`config.mk`:
```
export PLATFORM = sky130hd
export DESIGN_NAME = ir_beacon_classifier
export DESIGN_NICKNAME = d
export VERILOG_FILES = /design/src/rtl/ir_beacon_classifier.sv
export SDC_FILE = /design/constraint.sdc
export NUM_CORES = 1
export LEC_CHECK = 0
export ABC_CLOCK_PERIOD_IN_PS = 2910
export BUFFER_PORTS_ARGS = -buffer_cell sky130_fd_sc_hd__buf_2
export CAP_MARGIN = 15
export CORE_MARGIN = 3
export CORE_UTILIZATION = 45
export DETAILED_ROUTE_END_ITERATION = 16
export GPL_TIMING_DRIVEN = 0
export PLACE_DENSITY = 0.62
export SYNTH_ARGS = -nofsm -noshare
export SYNTH_HDL_FRONTEND = slang
export SYNTH_SLANG_ARGS = --single-unit
```
`constraint.sdc`:
```
create_clock -name clk -period 2.91 [get_ports clk]
set_input_delay 0.291 -clock clk [delete_from_list [all_inputs] [get_ports clk]]
set_output_delay 0.291 -clock clk [all_outputs]
set_load 0.005 [all_outputs]
```
`src/rtl/ir_beacon_classifier.sv`:
```
// IR beacon classifier: turns one edge count per window into a debounced beacon ID (0=none, 1=A, 2=B).
// Optional IR_HYST_EN macro widens the locked beacon's band by HYST while LOCKED.
module ir_beacon_classifier #(
    parameter int unsigned A_LO         = 1800,
    parameter int unsigned A_HI         = 2200,
    parameter int unsigned B_LO         = 18000,
    parameter int unsigned B_HI         = 22000,
    parameter int unsigned CONFIRM_N    = 3,
    parameter int unsigned DROP_N       = 2,
    parameter int unsigned STALE_CYCLES = 75_000_000,
    parameter int unsigned HYST         = 100
) (
    input  logic        clk,
    input  logic        reset,
    input  logic [31:0] edge_count,
    input  logic        count_valid,
    output logic [1:0]  beacon_id,
    output logic        beacon_valid,
    output logic        beacon_changed,
    output logic        stale,
    output logic [31:0] last_count
);

    typedef enum logic [1:0] {SEARCH, CONFIRM, LOCKED} state_t;

    localparam logic [7:0]  CONFIRM_T  = 8'(CONFIRM_N);
    localparam logic [7:0]  DROP_T     = 8'(DROP_N);
    localparam logic [31:0] STALE_T    = 32'(STALE_CYCLES);
    localparam logic [31:0] STALE_LAST = STALE_T - 32'd1;

`ifdef IR_HYST_EN
    localparam bit HYST_ON = 1'b1;
`else
    localparam bit HYST_ON = 1'b0;
`endif

    // Widened bounds are 33 bits so HI+HYST cannot wrap; LO-HYST saturates at zero.
    localparam logic [32:0] A_LO_W = (A_LO > HYST) ? 33'(A_LO - HYST) : 33'd0;
    localparam logic [32:0] A_HI_W = 33'(A_HI) + 33'(HYST);
    localparam logic [32:0] B_LO_W = (B_LO > HYST) ? 33'(B_LO - HYST) : 33'd0;
    localparam logic [32:0] B_HI_W = 33'(B_HI) + 33'(HYST);

    state_t      state, state_d;
    logic [1:0]  cand, cand_d;
    logic [7:0]  agree, agree_d;
    logic [7:0]  miss, miss_d;
    logic [31:0] timer, timer_d;
    logic [1:0]  id_d;
    logic        changed_d, stale_d;
    logic [1:0]  cls;
    logic        hold;
    logic [32:0] count_x;

    assign count_x      = {1'b0, edge_count};
    assign beacon_valid = (state == LOCKED);

    // Nominal classification; A is tested first so overlapping bands resolve to A.
    always_comb begin
        cls = 2'd0;
        if (edge_count >= A_LO && edge_count <= A_HI)
            cls = 2'd1;
        else if (edge_count >= B_LO && edge_count <= B_HI)
            cls = 2'd2;
    end

    always_comb begin
        hold = (cls == beacon_id);
        if (HYST_ON) begin
            case (beacon_id)
                2'd1:    hold = (count_x >= A_LO_W) && (count_x <= A_HI_W);
                2'd2:    hold = (count_x >= B_LO_W) && (count_x <= B_HI_W);
                default: hold = 1'b0;
            endcase
        end
    end

    // NOTE: every signal gets a default before any branch, so no path leaves one unassigned and no latch is inferred.
    always_comb begin
        state_d   = state;
        cand_d    = cand;
        agree_d   = agree;
        miss_d    = miss;
        id_d      = beacon_id;
        changed_d = 1'b0;
        stale_d   = 1'b0;
        timer_d   = (timer == STALE_T) ? timer : timer + 32'd1;

        if (count_valid) begin
            timer_d = '0;
            case (state)
                SEARCH: begin
                    if (cls != 2'd0) begin
                        cand_d  = cls;
                        agree_d = 8'd1;
                        if (CONFIRM_T == 8'd1) begin
                            state_d   = LOCKED;
                            id_d      = cls;
                            changed_d = 1'b1;
                            miss_d    = '0;
                        end else begin
                            state_d = CONFIRM;
                        end
                    end
                end
                CONFIRM: begin
                    if (cls == cand) begin
                        agree_d = agree + 8'd1;
                        if (agree + 8'd1 == CONFIRM_T) begin
                            state_d   = LOCKED;
                            id_d      = cand;
                            changed_d = 1'b1;
                            miss_d    = '0;
                        end
                    end else if (cls != 2'd0) begin
                        cand_d  = cls;
                        agree_d = 8'd1;
                    end else begin
                        state_d = SEARCH;
                        agree_d = '0;
                    end
                end
                LOCKED: begin
                    if (hold) begin
                        miss_d = '0;
                    end else if (miss + 8'd1 == DROP_T) begin
                        state_d   = SEARCH;
                        id_d      = 2'd0;
                        changed_d = 1'b1;
                        miss_d    = '0;
                        agree_d   = '0;
                        cand_d    = 2'd0;
                    end else begin
                        miss_d = miss + 8'd1;
                    end
                end
                default: state_d = SEARCH;
            endcase
        end else if (timer == STALE_LAST) begin
            // Fires only on the cycle the saturating timer reaches the limit, hence once per silence.
            stale_d = 1'b1;
            state_d = SEARCH;
            cand_d  = 2'd0;
            agree_d = '0;
            miss_d  = '0;
            if (beacon_id != 2'd0) begin
                id_d      = 2'd0;
                changed_d = 1'b1;
            end
        end
    end

    // NOTE: sequential state uses non-blocking assignments so all registers update together at the edge.
    always_ff @(posedge clk or posedge reset) begin
        if (reset) begin
            state          <= SEARCH;
            cand           <= 2'd0;
            agree          <= '0;
            miss           <= '0;
            timer          <= '0;
            beacon_id      <= 2'd0;
            beacon_changed <= 1'b0;
            stale          <= 1'b0;
            last_count     <= '0;
        end else begin
            state          <= state_d;
            cand           <= cand_d;
            agree          <= agree_d;
            miss           <= miss_d;
            timer          <= timer_d;
            beacon_id      <= id_d;
            beacon_changed <= changed_d;
            stale          <= stale_d;
            if (count_valid)
                last_count <= edge_count;
        end
    end

endmodule

```
Word-level counts from Yosys, hierarchy flattened:

Index checks and enable logic that the tools add are counted.

* register bits: 88
* input bits: 35
* output and inout port bits: 37
* logic and storage cells: 94

* $add $sub $neg: 3
* order comparisons: 4
* equal/unequal tests: 19
* multiplexer cells: 47
* reduce and logical (&&, ||, !) cells: 12

Operator list (number)
* two-way mux 8 bit: 11
* == test 32 x 27 -> 1 bit (second input constant): 2
* two-way mux 32 bit: 2
* two-way mux 2 bit: 18
* adder 32 x 1 -> 32 bit (second input constant): 1
* >= comparator 32 x 11 -> 1 bit (second input constant): 1
* >= comparator 32 x 15 -> 1 bit (second input constant): 1
* less-or-equal comparator 32 x 12 -> 1 bit (second input constant): 1
* less-or-equal comparator 32 x 15 -> 1 bit (second input constant): 1
* one-hot mux 8 bit (3 select lines): 1
* adder 8 x 1 -> 8 bit (second input constant): 2
* == test 8 x 2 -> 1 bit (second input constant): 2
* one-hot mux 8 bit (2 select lines): 1
* inequality test 3 bit (second input constant): 5
* one-hot mux 2 bit (3 select lines): 2
* two-way mux 1 bit: 10
* AND reduction 5 bit: 2
* inequality test 4 bit (second input constant): 2
* nonzero test 2 bit: 4
* AND reduction 7 bit: 1
* AND reduction 6 bit: 1
* == test 2 bit: 2
* inequality test 4 x 1 -> 1 bit (second input constant): 1
* one-hot mux 2 bit (2 select lines): 1
* other kinds (9): 10

Longest topological paths before layout:

Gate-level depths: netlist of run 1.

* depth after elaboration: 9
* mapped depth: 10
* mapped depth without buffers: 9

Worst setup path before layout of run 1:

OpenSTA, ideal clock, no wires.

* kind: register to register
* start: reg miss[0]
* end: reg cand[1]
* library setup time: 125 ps
* data arrival time: 2352 ps
* required time: 2785 ps
* slack: 434 ps
* stages on the path, launching flop included: 10
* buffers on the path: 0
* clock period less this slack: 2476 ps
* cell sequence: dfrtp_1 ha_1 and3_1 and3_1 a32oi_1 a21o_1 or2_2 o22ai_1 and3_1 mux2_2

* longest elaborated chain between the ends: 4

Ends and longest elaborated chain
* from (decl): RTL line 46 `logic [7:0] miss, miss_d;`
* from (signal assigned): RTL line 168 `miss <= miss_d;`
* adder 8 x 1 -> 8 bit: RTL line 125 `end else if (miss + 8'd1 == DROP_T) begin`
* == test 8 x 2 -> 1 bit: RTL line 125
* inequality test 3 x 2 -> 1 bit (no source line)
* AND reduction 5 bit (no source line)
* to (signal assigned): RTL line 166 `cand <= cand_d;`
* to (decl): RTL line 44 `logic [1:0] cand, cand_d;`

Every way passes these cells.
A chain may end at the register's enable or synchronous reset.

Worst setup path after layout of run 1:

* start: reg timer[28]
* end: reg cand[1]

* longest elaborated chain between the ends: 3

Ends and longest elaborated chain
* from (decl): RTL line 47 `logic [31:0] timer, timer_d;`
* from (signal assigned): RTL line 169 `timer <= timer_d;`
* == test 32 x 27 -> 1 bit: RTL line 138 `end else if (timer == STALE_LAST) begin`
* nonzero test 2 bit (no source line)
* AND reduction 5 bit (no source line)

Every way passes these cells.

==> impl_results.md, run 1 <==
* Status: finished clean
* Clk sinks at 88
* Cell count after placement at slightly below 700
* Synthesis warning total at 0
* Worst slew pin tran at 662 ps
* Synth Register Bits at between 80 and 90
* DRT Pass-1 Iters at 4
* Worst setup EP type: flop
* Crit path largest cell delay at 440 ps
* DRC viols at 0
* Fin crit period at ~2700 ps
* Overall power at approximately 2.6 mW
* Initial antenna violation count at 0
* Unrepaired setup endpoints after global routing: no
* CTS max path bufs at 2
* Layout area overhead at 18.5%
* Period utilisation layout at 93.7%
* Post-Route WL at approximately 11000 um
* DIE WIDTH at approximately 110 um
* Setup-failing EPs final at 0
* Vias per inst at approximately 5.5
* Clk slew on worst S/H paths at approximately 90 ps
* Die area at ~0.012 sq mm
* Largest net degree at the start of global routing at 48
* Post-synth EDFFs at 0
* Area post-placement at 0.00537 sq mm
* Power Density at roughly 450 mW/mm^2
* Startpoint Class: flop
* Final HPWL DP at roughly 7700 um
* Synth Flop Type: dfrtp_1
* Antenna viol nets, final at 0
* Core area at 0.0104 sq mm
* Clock skew at 13.8 ps
* GPL Wtd Cong at 0.847
* Cells after Synth at approximately 480
* Number of port buffers at 71
* Fraction of registers with async set/reset at 100%
* Design area at 0.00570 sq mm
* FMAX at approximately 370 MHz
* WL/cell at approximately 15 um
* Die H at roughly 110 um
* Leak pwr at ~2.5 nW
* Syn nets at 520
* Clk pwr share at between 40 and 50%
* Starting Density at 46.4%
* Critical Path Fanout Max at 5
* CP Cell Sequence: nor4_2 > nand2_1 > nor4_4 > a21oi_1 > or2_2 > o22ai_2 > and3_1 > mux2_2
* Max-Slew Margin vs Limit at a little under three fifths
* Post-layout util at around 55%
* Tot GR Track Use at 18.6%
* GRT overflow at 0
* Slew Viols, Final at 0
* Maximum VDD drop at between 0.3 and 0.4 mV
* Vias at a little under 4k
* Int Pwr at between 1.5 and 2 mW
* First-pass GRT wire length at ~18000 um
* CTS buffer count at 9
* Highest-delay cell along the critical path: dfrtp_1
* Max-cap violation count at 0
* CTS tree: done
* Final Hold Vio Count at 0
* Htree depth at 3
* Mapped Avg Cell Area at between 10 and 15 sq um
* Seq/Total Area, Yosys at between 40% and 50%
* Yosys top cell area share at a little under half
* Clock insertion delay at the later pin of the skew report at between 300 and 400 ps
* CP arrival at 2990 ps
* WS Path Type: flop to flop
* Cell taking the most area after synthesis: dfrtp_1
* Layout cells sized above 1 at between 20% and 30%
* Antenna diodes at 0
* Worst reg2reg setup slack at 180 ps
* Initial DRC Count at 187
* Rows at 37
* Sequential share of power at about 50%
* Hold Path Class: input pin to flop
* Vias in the first global route at around 3.7k
* WHS at 164 ps
* Root Buffer Master: clkbuf_8
* Main area contributors after synthesis: dfrtp_1 46%, mux2_2 8.0%, nor2_1 4.5%
* Non-Filler Instances at slightly above 700
* Psw at between 0.6 and 0.7 mW
* Logic pwr share at about a tenth
* Final net count at approximately 610
* Yosys cell types at between 60 and 70
* CP required at approximately 3200 ps
* Switch share at a little under a quarter
* Io pins at a little over 70
* Mapped Area at approximately 0.0048 sq mm
-- synth_stat cells (7+ instances only) --
cell type,n
nor2_1,58
mux2_2,34
xor2_1,19
ha_1,9
xnor2_1,8
nand2_1,31
inv_1,17
nor4_1,14
and3_1,14
clkbuf_1,7
nand3_1,22
nor3_1,8
o21ai_0,27
nand4_1,12
dfrtp_1,88
a21oi_1,12
-- stage by stage --
step	setup TNS [ps]	setup WS [ps]
after floorplan	0	340
after global placement	-68300	-768
after detailed placement	-1470	-293
after CTS	0	55.3
after global routing	0	29.1
final	0	183
-- area by class of cell --
class / count / area, sq um
Buffer: 15 / 82.6
Clock buffer: 10 / 138
Clock inverter: 6 / 114
Fill cell: 949 / 4670
Inverter: 17 / 66.3
Multi-Input combinational cell: 356 / 2510
Sequential cell: 88 / 2200
Tap cell: 136 / 170
Timing Repair Buffer: 76 / 415
-- critical path: cells and delay by family (launching register included) --
family           cells  cell delay, ps
AND/OR/NAND/NOR      5            1420
AO/OA/AOI/OAI        2             410
flip-flops           1             440
multiplexers         1             350
-- cells in the final DEF, fill, tap and decap left out, types with 3 or more instances in the layout --
master	netlist	final
mux2_2	34	34
a22o_1	6	6
o21ai_0	27	27
a21o_1	3	3
nor2b_1	4	4
nor4_1	14	11
bufinv_16	0	3
buf_6	3	3
nor2_1	58	58
nor4_2	2	4
xnor2_1	8	8
buf_1	4	4
mux2i_1	5	5
inv_1	17	16
ha_1	9	9
and3_1	14	14
o31ai_2	3	3
nand4_1	12	12
a31oi_1	4	4
clkbuf_1	7	7
nand2_1	31	31
xor2_1	19	19
or3_1	4	4
nor3_1	8	8
a21oi_1	12	12
nand3_1	22	22
clkbuf_8	0	10
buf_2	0	71
dfrtp_1	88	88
buf_4	1	4
o221ai_1	3	3
-- cell families (layout without fill, tap and decap cells) --
| kind of cell | count (synthesis) | in the layout | share of synthesized area, % |
|---|---|---|---|
| XOR/XNOR | 27 | 27 | 4.92 |
| AND/OR/NAND/NOR | 196 | 196 | 21.6 |
| flip-flops | 88 | 88 | 45.8 |
| buffers and inverters | 32 | 124 | 3.04 |
| AO/OA/AOI/OAI | 85 | 85 | 13.3 |
| multiplexers | 39 | 39 | 9.00 |
| adder cells (fa/ha/maj) | 9 | 9 | 2.34 |
-- metal layers --
layer  vias up  part of all wire, %  track usage [%]
met2        83                   49             30.2
met3        12                  3.6             2.64
li1       1906                    -                -
met1      1886                   46             25.0
met5         -                    0                0
met4         0                  1.8             7.48
-- final timing paths --
kind | from | end | depth (start not counted)
min in group asynchronous | reset | timer[2] | 3
setup / recovery | timer[28] | cand[1] | 8
setup reg to reg | timer[28] | cand[1] | 8
hold / removal | edge_count[23] | last_count[23] | 2
hold reg to reg | last_count[25] | last_count[25] | 1
max in group asynchronous | reset | timer[24] | 4
-- sequential cells by signal (all words and copies together) (netlist names) --
signal	count
agree	8
beacon_changed	1
beacon_id	2
cand	2
last_count	32
miss	8
stale	1
state	2
timer	32
-- power groups by stage --
stage          combinational, mW  sequential, mW  clock [mW]
4_1_cts                    0.245            1.30        1.07
6_report                   0.243            1.30        1.05
5_1_grt                    0.272            1.31        1.12
2_1_floorplan              0.122            1.33           0
3_5_place_dp               0.243            1.33           0
3_3_place_gp               0.234            1.32           0
-- timing repair --
action                                  4_1_cts  5_1_grt
hold buffers                                  1        0
setup buffers                                 0        3
pin swaps                                     0        0
endpoints found under the setup margin       17        5
gates resized for setup                       3        5
endpoints found under the hold margin        38        0
No activity file was read; power rests on OpenSTA's default activity.
==> run 2: changes to the inputs <==
--- a/config.mk
+++ b/config.mk
@@ -9,10 +9,10 @@
 export BUFFER_PORTS_ARGS = -buffer_cell sky130_fd_sc_hd__buf_2
 export CAP_MARGIN = 15
 export CORE_MARGIN = 3
-export CORE_UTILIZATION = 45
+export CORE_UTILIZATION = 44
 export DETAILED_ROUTE_END_ITERATION = 16
 export GPL_TIMING_DRIVEN = 0
-export PLACE_DENSITY = 0.62
+export PLACE_DENSITY = 0.61
 export SYNTH_ARGS = -nofsm -noshare
 export SYNTH_HDL_FRONTEND = slang
 export SYNTH_SLANG_ARGS = --single-unit
==> impl_results.md, run 2 (synthesis gave the netlist of run 1 again) <==
* Biggest registers after layout: last_count (32), timer (32)
* Rows at 37
* Clock insertion delay at the later pin of the skew report at around 360 ps
* Setup-failing EPs final at 0
* Non-Filler Instances at 698
* Final net count at around 600
* Setup_tns at 0 ps
* Htree depth at 3
* CP required at around 3200 ps
* Clock skew at about 12 ps
* Antenna diodes at 0
* Slew Viols, Final at 0
* Worst slew pin tran at roughly 660 ps
* GRT overflow at 0
* Max-cap violation count at 0
* Io pins at 72
* WHS at -19.5 ps
* Layout area overhead at 16.8%
* CTS buffer count at 9
* GPL Wtd Cong at about 0.85
* CP arrival at between 3000 and 4000 ps
* CTS tree: done
* Number of port buffers at 71
* WS Path Type: flop to flop
* Design area at around 0.0056 sq mm
* Clk slew on worst S/H paths at about 90 ps
* Root Buffer Master: clkbuf_8
* Initial DRC Count at roughly 250
* Vias per inst at between 5 and 6
* R2R Path Start: agree[0]
* Critical Path Fanout Max at 7
* Largest net degree at the start of global routing at 46
* FMAX at roughly 360 MHz
* Die H at roughly 110 um
* Max-Slew Margin vs Limit at 55.7%
* Status: complete, but fails checks
* Final Hold Vio Count at 25
* Most frequent cells in the layout: 88 x dfrtp_1, 71 x buf_2, 58 x nor2_1
* Cell count after placement at 684
* Most common cell after layout, fill and taps aside: dfrtp_1
* Initial antenna violation count at 0
* Area post-placement at about 0.0054 sq mm
* Tot GR Track Use at between 10% and 20%
* DIE WIDTH at 111 um
* Clk sinks at just under 90
* Hold Buf Count CTS at 0
* Core area at around 0.010 sq mm
* Path depth of the worst reg2reg path at 9
* Hold Path Class: input pin to async pin
* Maximum VDD drop at around 0.28 mV
* Die area at 0.0122 sq mm
* Failing checks: negative hold slack
* Vias in the first global route at approximately 4.0k
* Starting Density at around 46%
* DRT Pass-1 Iters at 5
* Crit path launch: agree[0]
* Unrepaired setup endpoints after global routing: no
* Leak pwr at ~2.4 nW
* Fin crit period at 2770 ps
* DRC viols at 0
* Startpoint Class: flop
* Period utilisation layout at between 90% and 100%
* Power Density at ~440 mW/mm^2
* Final HPWL DP at 7870 um
* Antenna viol nets, final at 0
* Layout cells sized above 1 at 27.8%
* Vias at around 3.9k
* Worst setup EP type: flop
* First-pass GRT wire length at 18700 um
* CTS max path bufs at 2
* Fill count at 976
* WL/cell at about 15 um
* Post-Route WL at between 10000 and 15000 um
* # Post-CTS Setup Buffers at 0
## run 2: metrics by stage
stage / utilization (%) / hold slack (ps) / power, mW / setup slack, ps
final: 53.7 / -19.5 / 2.46 / 144
after global routing: 53.7 / 29.9 / 2.58 / 4.01
after CTS: 53.5 / 1.83 / 2.49 / 72.0
after detailed placement: 51.3 / 400 / 1.57 / -265
after global placement: 51.0 / 486 / 1.56 / -801
after floorplan: - / 443 / 1.45 / 340
## run 2: path summary, 6_finish.rpt
kind                       slack (ps)             end
min in group clk                  180  last_count[29]
setup / recovery                  140        state[1]
hold reg to reg                   510  last_count[22]
hold / removal                    -20        timer[5]
setup reg to reg                  140        state[1]
max in group asynchronous        2320         miss[2]
## run 2: repair_timing
| item | CTS | global route |
|---|---|---|
| resized for setup | 3 | 4 |
| gates cloned | 0 | 0 |
| endpoints found under the setup margin | 16 | 6 |
## run 2: cell type report
cell class | instances | area (sq um) | area share [%]
Buffer | 15 | 82.6 | 1.47
Clock buffer | 11 | 141 | 2.52
Clock inverter | 3 | 67.6 | 1.20
Inverter | 17 | 66.3 | 1.18
Multi-Input combinational cell | 356 | 2500 | 44.6
Sequential cell | 88 | 2200 | 39.2
Tap cell | 136 | 170 | 3.03
Timing Repair Buffer | 72 | 383 | 6.82
## run 2: where the power goes
group | internal (mW) | leakage (nW) | switching (mW)
combinational | 0.114 | 1.19 | 0.125
clock | 0.498 | 0.101 | 0.425
sequential | 1.27 | 1.15 | 0.0302
## run 2: critical path, cell delays in order (launching register included)
cell and delay [ps]:
dfrtp_1 460, ha_1 310, nand3_1 180, o21ai_0 230, nand3b_1 120, a211oi_2 470
a21oi_1 110, a211oi_1 410, o221ai_1 220, mux2i_1 150
## run 2: routing by layer
metal | routed length (um) | global-route usage, % | up-vias
li1 | - | - | 1889
met1 | 5010 | 23.8 | 1922
met2 | 5300 | 30.7 | 48
met3 | 248 | 2.74 | 17
met4 | 191 | 6.90 | 0
met5 | 0 | 0 | -
==> run 3: changes to the inputs <==
--- a/config.mk
+++ b/config.mk
@@ -5,14 +5,14 @@
 export SDC_FILE = /design/constraint.sdc
 export NUM_CORES = 1
 export LEC_CHECK = 0
-export ABC_CLOCK_PERIOD_IN_PS = 2910
+export ABC_CLOCK_PERIOD_IN_PS = 2350
 export BUFFER_PORTS_ARGS = -buffer_cell sky130_fd_sc_hd__buf_2
 export CAP_MARGIN = 15
 export CORE_MARGIN = 3
 export CORE_UTILIZATION = 44
 export DETAILED_ROUTE_END_ITERATION = 16
 export GPL_TIMING_DRIVEN = 0
-export PLACE_DENSITY = 0.61
+export PLACE_DENSITY = 0.64
 export SYNTH_ARGS = -nofsm -noshare
 export SYNTH_HDL_FRONTEND = slang
 export SYNTH_SLANG_ARGS = --single-unit
==> constraint.sdc (replaced) <==
create_clock -name clk -period 2.35 [get_ports clk]
set_input_delay 0.235 -clock clk [delete_from_list [all_inputs] [get_ports clk]]
set_output_delay 0.235 -clock clk [all_outputs]
set_load 0.005 [all_outputs]
==> impl_results.md, run 3 (synthesis gave the netlist of run 1 again) <==
* Startpoint Class: flop
* GPL Wtd Cong at slightly above 0.8
* Most frequent cells in the layout: 82 x dfrtp_1, 71 x buf_2, 58 x nor2_1
* WL/cell at approximately 16 um
* Clk sinks at just under 90
* Vias at ~4.0k
* CTS max path bufs at 2
* Critical Path Fanout Max at 5
* Worst setup EP type: flop
* Die area at about 0.012 sq mm
* Hold Path Class: input pin to flop
* Slew Viols, Final at 0
* Clock skew at around 17 ps
* Reg area at between 0.002 and 0.0025 sq mm
* Final net count at approximately 630
* Fill count at around 930
* CP required at ~2600 ps
* Rows at 37
* Vias in the first global route at between 3k and 4k
* First-pass GRT wire length at approximately 19000 um
* CTS buffer count at 9
* Max-cap violation count at 0
* Overall power at approximately 3.1 mW
* Post-Place Worst Slack at -547 ps
* Setup-failing EPs final at 18
* Unrepaired setup endpoints after global routing: yes
* Status: complete, but fails checks
* DIE WIDTH at ~110 um
* GR peak layer: met2
* GRT overflow at 0
* Core area at ~0.010 sq mm
* Leak pwr at 2.64 nW
* Fin crit period at approximately 2500 ps
* DRC viols at 0
* DRT Pass-1 Iters at 5
* Maximum VDD drop at ~0.32 mV
* Vias per inst at around 5.6
* Area post-placement at approximately 0.0054 sq mm
* Largest net degree at the start of global routing at 42
* Multi-input gate area at ~0.0027 sq mm
* Starting Density at between 40 and 50%
* Clock insertion delay at the later pin of the skew report at about 370 ps
* WHS at 115 ps
* Power Density at slightly above 500 mW/mm^2
* GRT met1 Usage at about a quarter
* Die H at between 100 and 150 um
* Htree depth at 3
* Most common cell after layout, fill and taps aside: dfrtp_1
* Layout area overhead at 26.8%
* Initial antenna violation count at 0
* Post-Route WL at 11500 um
* Fin worst setup slack at -163 ps
* Design area at between 0.006 and 0.007 sq mm
* FMAX at 398 MHz
* Io pins at slightly above 70
* Antenna diodes at 0
* Number of port buffers at slightly above 70
* Final HPWL DP at between 8000 and 9000 um
* Non-Filler Instances at between 700 and 800
* Root Buffer Master: clkbuf_8
* Biggest registers after layout: last_count (32), timer (32)
* Setup_tns at -1450 ps
* Failing checks: negative setup slack
* Post-layout util at approximately three fifths
* CP arrival at between 2000 and 3000 ps
* Tot GR Track Use at approximately a fifth
* Final Hold Vio Count at 0
* Antenna viol nets, final at 0
* Worst slew pin tran at between 600 and 700 ps
* WS Path Type: flop to flop
* Layout cells sized above 1 at a little over a third
* Routing usage on met3 at between 3 and 4%
* CTS tree: done
* Period utilisation layout at 107%
* Clk slew on worst S/H paths at between 100 and 150 ps
* Initial DRC Count at 217
* Met2 Use GR at a little under a third
* Max-Slew Margin vs Limit at 58.2%
* Cell count after placement at a little under 700
* Worst reg2reg setup slack at -160 ps
[run 3: changes by cell type in the layout (fill, tap and decap cells not counted), moves of 4 or more]
cell and change:
o21ai_1 +8, dfrtp_2 +6, buf_6 +6, dfrtp_1 -6, nor4_1 -6, buf_4 +19
nor4_4 +4, o21ai_0 -9
[run 3: worst paths after layout]
kind                                startpoint              to  cells after the start
worst max-delay path                 timer[31]        agree[1]                      9
worst min-delay path            edge_count[28]  last_count[28]                      2
worst max register to register       timer[31]        agree[1]                      9
worst min register to register  last_count[22]  last_count[22]                      1
max in group asynchronous                reset         miss[0]                      5
min in group asynchronous                reset        timer[8]                      3
[run 3: power by group]
group          switching, mW  internal [mW]  total (mW)
registers             0.0401           1.57        1.62
logic                  0.167          0.162       0.329
clock network          0.620          0.512        1.13
[run 3: repair_timing]
item                                    CTS  global route
pin swaps                                13            15
hold endpoints to repair                  9             0
setup buffers                            17             8
endpoints found under the setup margin   31            28
cloned                                    0             0
hold buffers                              1             0
resized for setup                        34            28
[run 3: routing by layer]
| layer | vias up | routed length [um] |
|---|---|---|
| met5 | - | 0 |
| met4 | 0 | 146 |
| met3 | 13 | 483 |
| met2 | 92 | 5470 |
| met1 | 1980 | 5430 |
| li1 | 1946 | - |
[run 3: area by class of cell]
class                   instances  area share [%]
plain buffers                  14            1.35
clock buffers                   9            2.03
clock inverters                 7            1.44
inverters                      17            1.11
multi-input cells             356            45.0
flip-flops and latches         88            36.2
well taps                     136            2.79
repair buffers                 99            10.0
[run 3: worst max-delay path, cell delays in order (launching register included)]
cell and delay [ps]:
dfrtp_1 430, nor4_4 330, nand2_2 110, nor4_4 370, a21oi_2 130, buf_4 160, a21o_1 170, a221oi_4 240
buf_6 170, mux2_4 290
